**src/rtl/dlx_multicycle_seq.sv**
```systemverilog
// Multi-cycle FETCH/DECODE/EXEC/MEM/WB sequencer for the DLX datapath.
// Drives datapath enables and memory handshakes, with ack timeout and a retire counter.
module dlx_multicycle_seq #(
  parameter int unsigned TIMEOUT = 16,
  parameter int unsigned CNT_W   = 16
) (
  input  logic             clk,
  input  logic             reset,
  output logic             imem_req,
  input  logic             imem_ack,
  output logic             ir_en,
  input  logic             dec_MemWr,
  input  logic             dec_MemToReg,
  input  logic             dec_Branch,
  input  logic             dec_RegWr,
  input  logic             br_taken,
  output logic             ex_en,
  output logic             dmem_req,
  output logic             dmem_we,
  input  logic             dmem_ack,
  output logic             rf_we,
  output logic             pc_en,
  output logic             pc_sel_branch,
  output logic [2:0]       state,
  output logic             err,
  output logic [CNT_W-1:0] retired_cnt
);

  typedef enum logic [2:0] {
    FETCH  = 3'd0,
    DECODE = 3'd1,
    EXEC   = 3'd2,
    MEM    = 3'd3,
    WB     = 3'd4,
    ERR    = 3'd5
  } state_t;

  localparam int unsigned WC_W = (TIMEOUT > 2) ? $clog2(TIMEOUT) : 1;
  localparam logic [WC_W-1:0] WC_LAST = (TIMEOUT > 0) ? WC_W'(TIMEOUT - 1) : '0;

  state_t           r_state;
  state_t           w_next;
  logic [WC_W-1:0]  r_wait;
  logic [CNT_W-1:0] r_cnt;
  logic             r_err;
  logic             w_retire;
  logic             w_timeout;

  assign w_timeout   = (TIMEOUT > 0) && (r_wait == WC_LAST);
  assign state       = r_state;
  assign err         = r_err;
  assign retired_cnt = r_cnt;

  always_comb begin
    w_next        = r_state;
    w_retire      = 1'b0;
    imem_req      = 1'b0;
    ir_en         = 1'b0;
    ex_en         = 1'b0;
    dmem_req      = 1'b0;
    dmem_we       = 1'b0;
    rf_we         = 1'b0;
    pc_sel_branch = 1'b0;
    case (r_state)
      FETCH: begin
        imem_req = 1'b1;
        if (imem_ack) begin
          ir_en  = 1'b1;
          w_next = DECODE;
        end else if (w_timeout) begin
          w_next = ERR;
        end
      end
      DECODE: w_next = EXEC;
      EXEC: begin
        ex_en = 1'b1;
        if (dec_MemWr && dec_MemToReg) begin
          w_next = ERR;
        end else if (dec_MemWr || dec_MemToReg) begin
          w_next = MEM;
        end else if (dec_RegWr) begin
          w_next = WB;
        end else begin
          w_retire      = 1'b1;
          pc_sel_branch = dec_Branch && br_taken;
          w_next        = FETCH;
        end
      end
      MEM: begin
        dmem_req = 1'b1;
        dmem_we  = dec_MemWr;
        if (dmem_ack) begin
          if (dec_MemToReg) begin
            w_next = WB;
          end else begin
            w_retire = 1'b1;
            w_next   = FETCH;
          end
        end else if (w_timeout) begin
          w_next = ERR;
        end
      end
      WB: begin
        rf_we    = 1'b1;
        w_retire = 1'b1;
        w_next   = FETCH;
      end
      ERR:     w_next = ERR;
      default: w_next = ERR;
    endcase
    pc_en = w_retire;
    // Registered state is already FETCH during reset, so the FETCH request must be masked too.
    if (reset) begin
      imem_req      = 1'b0;
      ir_en         = 1'b0;
      ex_en         = 1'b0;
      dmem_req      = 1'b0;
      dmem_we       = 1'b0;
      rf_we         = 1'b0;
      pc_en         = 1'b0;
      pc_sel_branch = 1'b0;
    end
  end

  always_ff @(posedge clk or posedge reset) begin
    if (reset) begin
      r_state <= FETCH;
      r_wait  <= '0;
      r_cnt   <= '0;
      r_err   <= 1'b0;
    end else begin
      r_state <= w_next;
      if ((w_next != r_state) || ((r_state != FETCH) && (r_state != MEM))) begin
        r_wait <= '0;
      end else begin
        r_wait <= r_wait + WC_W'(1);
      end
      if (w_retire) begin
        r_cnt <= r_cnt + CNT_W'(1);
      end
      if (w_next == ERR) begin
        r_err <= 1'b1;
      end
    end
  end

endmodule
```
**config.mk**
```make
export PLATFORM = sky130hd
export DESIGN_NAME = dlx_multicycle_seq
export DESIGN_NICKNAME = d
export VERILOG_FILES = /design/src/rtl/dlx_multicycle_seq.sv
export SDC_FILE = /design/constraint.sdc
export NUM_CORES = 1
export LEC_CHECK = 0
export BUFFER_PORTS_ARGS = -buffer_cell sky130_fd_sc_hd__buf_4
export CORE_MARGIN = 1
export CORE_UTILIZATION = 55
export DETAILED_ROUTE_END_ITERATION = 8
export PLACE_DENSITY = 0.81
export RECOVER_POWER = 100
export SKIP_LAST_GASP = 1
export SLEW_MARGIN = 15
export SYNTH_ARGS = -nofsm -noshare
export SYNTH_HDL_FRONTEND = slang
export SYNTH_SLANG_ARGS = --single-unit
export TNS_END_PERCENT = 5
```
**constraint.sdc**
```tcl
create_clock -name clk -period 3.05 [get_ports clk]
set_input_delay 0.61 -clock clk [delete_from_list [all_inputs] [get_ports clk]]
set_output_delay 0.61 -clock clk [all_outputs]
set_load 0.1 [all_outputs]
```
==> results of run 1 <==
cells in the mapped netlist, types with 2 or more instances:
| master | n | share of area (%) |
|---|---|---|
| xor2_1 | 9 | 5.9 |
| xnor2_1 | 8 | 5.3 |
| and2_1 | 3 | 1.4 |
| buf_6 | 2 | 1.7 |
| dfrtp_1 | 24 | 45 |
| and3_1 | 4 | 1.9 |
| nand4_1 | 3 | 1.4 |
| nor3b_1 | 3 | 1.7 |
| and4_1 | 3 | 2.0 |
| ha_1 | 5 | 4.7 |
| nand3_1 | 6 | 2.3 |
| o21ai_0 | 4 | 1.5 |
| inv_1 | 4 | 1.1 |
| a21oi_1 | 2 | 0.75 |
| nand2_1 | 6 | 1.7 |
| nor3_1 | 4 | 1.5 |
| buf_2 | 3 | 1.1 |
| nor2_1 | 17 | 4.8 |
cell families (layout without fill, tap and decap cells):
| kind of cell | count (synthesis) | after routing | share of synthesized area [%] |
|---|---|---|---|
| muxes | 3 | 3 | 2.72 |
| and+or+nand+nor | 57 | 57 | 25.2 |
| adders and majority gates | 5 | 5 | 4.69 |
| xor gates and xnor gates | 17 | 17 | 11.2 |
| DFF | 24 | 24 | 45.0 |
| AOI/OAI and AO/OA | 13 | 13 | 7.22 |
| buffers and inverters | 9 | 44 | 3.94 |
metal layers:
| metal | global-route usage (%) | vias to the layer above | share of wire (%) |
|---|---|---|---|
| li1 | - | 521 | - |
| met1 | 29.7 | 517 | 49 |
| met2 | 35.7 | 20 | 48 |
| met3 | 2.68 | 2 | 2.6 |
| met4 | 4.05 | 0 | 0.48 |
| met5 | 0 | - | 0 |
sequential cells by signal (all words and copies together) (netlist names):
register and cells:
err 1, retired_cnt 16, r_wait 4, state 3
final timing paths:
kind	end	cells past startpoint
max	pc_sel_branch	4
min	r_wait[0]	1
max reg2reg	retired_cnt[1]	4
min reg2reg	r_wait[0]	1
max in group asynchronous	retired_cnt[1]	2
min in group asynchronous	retired_cnt[0]	2
per-stage QoR:
step	total power, uW	cells	TNS, ps
floorplan	1290	128	-2070
global route	1590	191	0
global placement	1440	188	0
finish	1510	191	0
detailed placement	1460	188	0
CTS	1580	191	0
power breakdown:
part           switching, uW  internal, uW
Clock                   83.6          46.0
Sequential               137           380
Combinational            688           172
cell type report:
cell class / count / area, um2
Timing Repair Buffer: 37 / 179
Tap cell: 28 / 35.0
Clock buffer: 3 / 22.5
Inverter: 4 / 15.0
Multi-Input combinational cell: 95 / 704
Fill cell: 212 / 698
Sequential cell: 24 / 601
critical path, cell delays in order (launching register included):
cell and delay, ps:
dfrtp_1 650, and2b_1 290, nor3b_4 210, and4_2 230
clkbuf_2 450
==> out/metrics.sh, run 1 <==
STATUS='finished, final reports clean'
MAXIMUM_BUFFER_DEPTH_OF_THE_CLOCK_TREE=2
FLOORPLAN.ROWS=17
SYNTH.AVG_CELL_AREA_UM2=10.4
VIA_PER_INST=5.55
YOSYSWARNINGS=0
FMAX_MHz=367
CTS_MAX_LEVEL=1
FINAL.SETUP.WORST_SLACK_PS=325
MIN_FROM='r_wait[0]'
FP.DIEH_UM=51.2
DRT_PASS1_ITERATIONS=4
GRT_MAX_DEGREE=25
FIN_AREA_UM2=1560
POWER_LEAKAGE_uW=0.000759
DETAILED_PLACE.AREA_UM2=1660
DESIGN.PORTCOUNT=37
SYNTH.LIB_CELLS_USED.DISTINCT=36
SLEW_HEADROOM_PCT=22.3
PLACE.GP.CONGESTION=0.831
MAXSLEWVIOLCOUNT=0
TIMING.HOLD.WORST.CLASS='reg2reg'
MOSTFREQUENTLAYOUTCELLS='dfrtp_1, clkbuf_1, nor2_1'
GRT_SETUP_UNREPAIRED='false'
HORIZ_DIE_DIM_UM=51.2
TRITONCTS_NUM_SINKS=24
FIRST_PASS_GRT_WIRE_LENGTH_MM=4.19
CP-START-KIND='register'
CP_DATA_REQUIRED_TIME_PS=2440
NUMBER_OF_ENABLE_FLIP_FLOP_CELLS_AFTER_SYNTHESIS=0
FF_LATCH_COUNT_SYNTH=24
LAYOUT_CELL_SHARE_WITH_DRIVE_STRENGTH_BEYOND_1_PCT=18.4
TIMING.FINAL.CRIT_PERIOD_PS=2730
LAYOUT.NETS=179
GR-TOTAL-OVERFLOW=0
DETAILED_PLACE_HPWL_MM=1.93
MAX_CAP_VIOLATIONS=0
GRT_PASS1_VIAS=962
SYNTHESIS.NETS=142
FINALSETUPVIOLCOUNT=0
IR_DROP_mV=0.587
DETAIL_ROUTE.DRC_VIOLATIONS=0
CTS.REPAIR_TIMING.SETUP_BUFFER_COUNT=0
DETAILEDROUTE.FIRSTITERATIONVIOLATIONS=16
CRIT_PATH_START='state[1]'
SYN_INST=128
ANTENNA_VIOLATING_NETS_POST_ROUTE=0
TIGHTEST_SLEW_PS=1170
CLOCK-ROOT-BUFFER='clkbuf_4'
FINALHOLDWORSTSLACK_PS=473
GRT_USE_TOTAL_PCT=21.2
SYNTH-MAIN-FF-CELL='dfrtp_1'
FINAL_MIN_PERIOD_OVER_CLOCK_PERIOD_PCT=89.4
PLACEMENT.IO_BUFFERS=36
WORST_SKEW_PAIR.LATE_LATENCY_PS=300
CRITPATHCAPTURETYPE='output port'
CELLPOWERDENSITY_nW_PER_UM2=968
CRIT-REG2REG-LAUNCH='state[0]'
FLOORPLAN.DIE_AREA_UM2=2630
CRITPATHARRIVALTIME_PS=2120
FINALHOLDVIOLCOUNT=0
CTS-BUFFERS-INSERTED=3
CTS_HOLD_BUFFERS=0
WORST-SETUP-PATH-TYPE='reg2out'
COREAREA_UM2=2250
SYNTHTOLAYOUTAREAGROWTH_PCT=16.7
SETUP.REG_TO_REG.WORST_SLACK_PS=790
CLK_PIN_SLEW_PS=110
NUMBER_OF_ANTENNA_VIOLATIONS_AT_THE_FIRST_CHECK_IN_GLOBAL_ROUTING=0
NUM_VIAS=1060
YOSYSSEQAREASHARE_PCT=45.0
WIRELENGTH_MM=2.51
INITIAL_STANDARD_CELL_UTILIZATION_OF_THE_CORE_PCT=59.2
SYNTH.CELL_AREA_UM2=1330
FIN_UTIL_PCT=69.0
PLACE_WORST_SETUP_SLACK_PS=552
CTS_TREE='built'
ASYNC_FLOP_SHARE_PCT=100
WL_PER_CELL_UM=13.1
CRITICAL_PATH_PEAK_FANOUT=12
N_ANTENNA_CELL=0
LAYOUT_COMMONEST_CELL='dfrtp_1'
TIMING.CLOCK.SKEW_PS=11.1
CTS_RESIZED=0
Power figures use the tool's default switching activity.
==> run 2: changes to the inputs <==
==> config.mk (replaced) <==
export PLATFORM = sky130hd
export DESIGN_NAME = dlx_multicycle_seq
export DESIGN_NICKNAME = d
export VERILOG_FILES = /design/src/rtl/dlx_multicycle_seq.sv
export SDC_FILE = /design/constraint.sdc
export NUM_CORES = 1
export LEC_CHECK = 0
export CORE_MARGIN = 1
export CORE_UTILIZATION = 60
export DETAILED_ROUTE_END_ITERATION = 8
export DONT_BUFFER_PORTS = 1
export PLACE_DENSITY = 0.74
export RECOVER_POWER = 100
export SKIP_LAST_GASP = 1
export SLEW_MARGIN = 15
export SYNTH_ARGS = -nofsm -noshare
export SYNTH_HDL_FRONTEND = slang
export SYNTH_SLANG_ARGS = --single-unit
==> out/metrics.sh, run 2 (same netlist as run 1, synthesis figures left out) <==
SETUP_TOTAL_NEGATIVE_SLACK_PS=0
ANTENNA_VIOLATING_NETS_POST_ROUTE=0
LAYOUT_COMMONEST_CELL='dfrtp_1'
PLACE_INST=174
FINALHOLDVIOLCOUNT=0
POWER_LEAKAGE_uW=0.000738
FINAL.SETUP.WORST_SLACK_PS=385
N_ANTENNA_CELL=0
FIRST_PASS_GRT_WIRE_LENGTH_MM=4.80
GRT_SETUP_UNREPAIRED='false'
CTS_HOLD_BUFFERS=0
GRT_MAX_DEGREE=25
MAXIMUM_BUFFER_DEPTH_OF_THE_CLOCK_TREE=2
PLACE.GP.CONGESTION=0.752
COREAREA_UM2=2020
TIGHTEST_SLEW_PS=1470
CLOCK-ROOT-BUFFER='clkbuf_4'
NUMBER_OF_ANTENNA_VIOLATIONS_AT_THE_FIRST_CHECK_IN_GLOBAL_ROUTING=0
VIA_PER_INST=5.92
DESIGN.PORTCOUNT=37
CTS_MAX_LEVEL=1
GRT_USE_TOTAL_PCT=26.5
CP_DATA_REQUIRED_TIME_PS=2440
PLACE_WORST_SETUP_SLACK_PS=630
CTS_RESIZED=0
INITIAL_STANDARD_CELL_UTILIZATION_OF_THE_CORE_PCT=66.0
MAX_REG_FLOPS=16
DRT_PASS1_ITERATIONS=6
SYNTHTOLAYOUTAREAGROWTH_PCT=16.0
FINALHOLDWORSTSLACK_PS=340
RR_WORST_DEPTH=6
PLACEMENT.IO_BUFFERS=0
MULTI_INPUT_AREA_UM2=702
TIMING.CLOCK.SKEW_PS=17.0
GR-TOTAL-OVERFLOW=0
CRITPATHCAPTURETYPE='output port'
STATUS='finished, final reports clean'
FINAL_MIN_PERIOD_OVER_CLOCK_PERIOD_PCT=87.4
FMAX_MHz=375
FLOORPLAN.DIE_AREA_UM2=2420
WL_PER_CELL_UM=16.1
WORST-SETUP-PATH-TYPE='reg2out'
SLEW_HEADROOM_PCT=2.22
FP.DIEH_UM=49.2
DETAILED_PLACE_HPWL_MM=2.10
GRT_PASS1_VIAS=1005
TIMING.FINAL.CRIT_PERIOD_PS=2660
TIMING.HOLD.WORST.CLASS='in2async'
CTS-BUFFERS-INSERTED=3
DETAIL_ROUTE.DRC_VIOLATIONS=0
HORIZ_DIE_DIM_UM=49.2
CELLPOWERDENSITY_nW_PER_UM2=1040
MAX_CAP_VIOLATIONS=0
LAYOUT.NETS=166
MAXSLEWVIOLCOUNT=0
CRITPATHARRIVALTIME_PS=2050
TRITONCTS_NUM_SINKS=24
DETAILEDROUTE.FIRSTITERATIONVIOLATIONS=21
CP-START-KIND='register'
LAYOUT_CELL_SHARE_WITH_DRIVE_STRENGTH_BEYOND_1_PCT=17.9
CTS_TREE='built'
WIRELENGTH_MM=2.86
WORST_SKEW_PAIR.LATE_LATENCY_PS=330
FINALSETUPVIOLCOUNT=0
IR_DROP_mV=1.15
CTS.REPAIR_TIMING.SETUP_BUFFER_COUNT=0
SEQCELLAREA_UM2=608
FINAL.FILL_COUNT=155
CRITICAL_PATH_PEAK_FANOUT=12
CLK_PIN_SLEW_PS=140
FLOORPLAN.ROWS=16
NUM_VIAS=1053
FINISH.CELL_COUNT_WITHOUT_FILLERS=178
MOSTFREQUENTLAYOUTCELLS='dfrtp_1, nor2_1, clkbuf_1'
-- run 2: final timing paths --
kind	startpoint	slack, ps	endpoint
max	state[1]	390	dmem_we
min	reset	340	retired_cnt[15]
max reg2reg	retired_cnt[2]	450	retired_cnt[9]
min reg2reg	r_wait[0]	520	r_wait[0]
max in group asynchronous	reset	2060	state[0]
min in group clk	r_wait[0]	520	r_wait[0]
-- run 2: stage by stage --
stage          util [%]  power (uW)  instance area (um2)
6_report           76.5        1610                 1550
5_1_grt            76.5        1680                 1550
4_1_cts            82.1        1680                 1660
3_5_place_dp       79.5        1440                 1610
3_3_place_gp       79.5        1430                 1610
2_1_floorplan         -        1320                 1400
-- run 2: final cells by class --
type | instances | share of cell area [%]
Multi-Input combinational cell | 95 | 45.4
Sequential cell | 24 | 39.3
Timing Repair Buffer | 24 | 8.81
Tap cell | 27 | 2.18
Clock inverter | 1 | 1.94
Clock buffer | 3 | 1.46
Inverter | 4 | 0.970
-- run 2: metal layers --
layer  track usage (%)  routed length (um)
met3              5.92                 204
met1              35.7                1230
met2              40.9                1370
met4              11.3                  55
met5                 0                   0
-- run 2: worst max-delay path: stages, from the launching register on --
cell and delay, ps:
dfrtp_4 700, and2b_1 280, nand2_1 140, nor3_4 150, clkbuf_2 470
-- run 2: power breakdown --
group | switching (uW) | total, uW | internal (uW)
Sequential | 222 | 609 | 387
Clock | 94.8 | 228 | 133
Combinational | 606 | 771 | 165
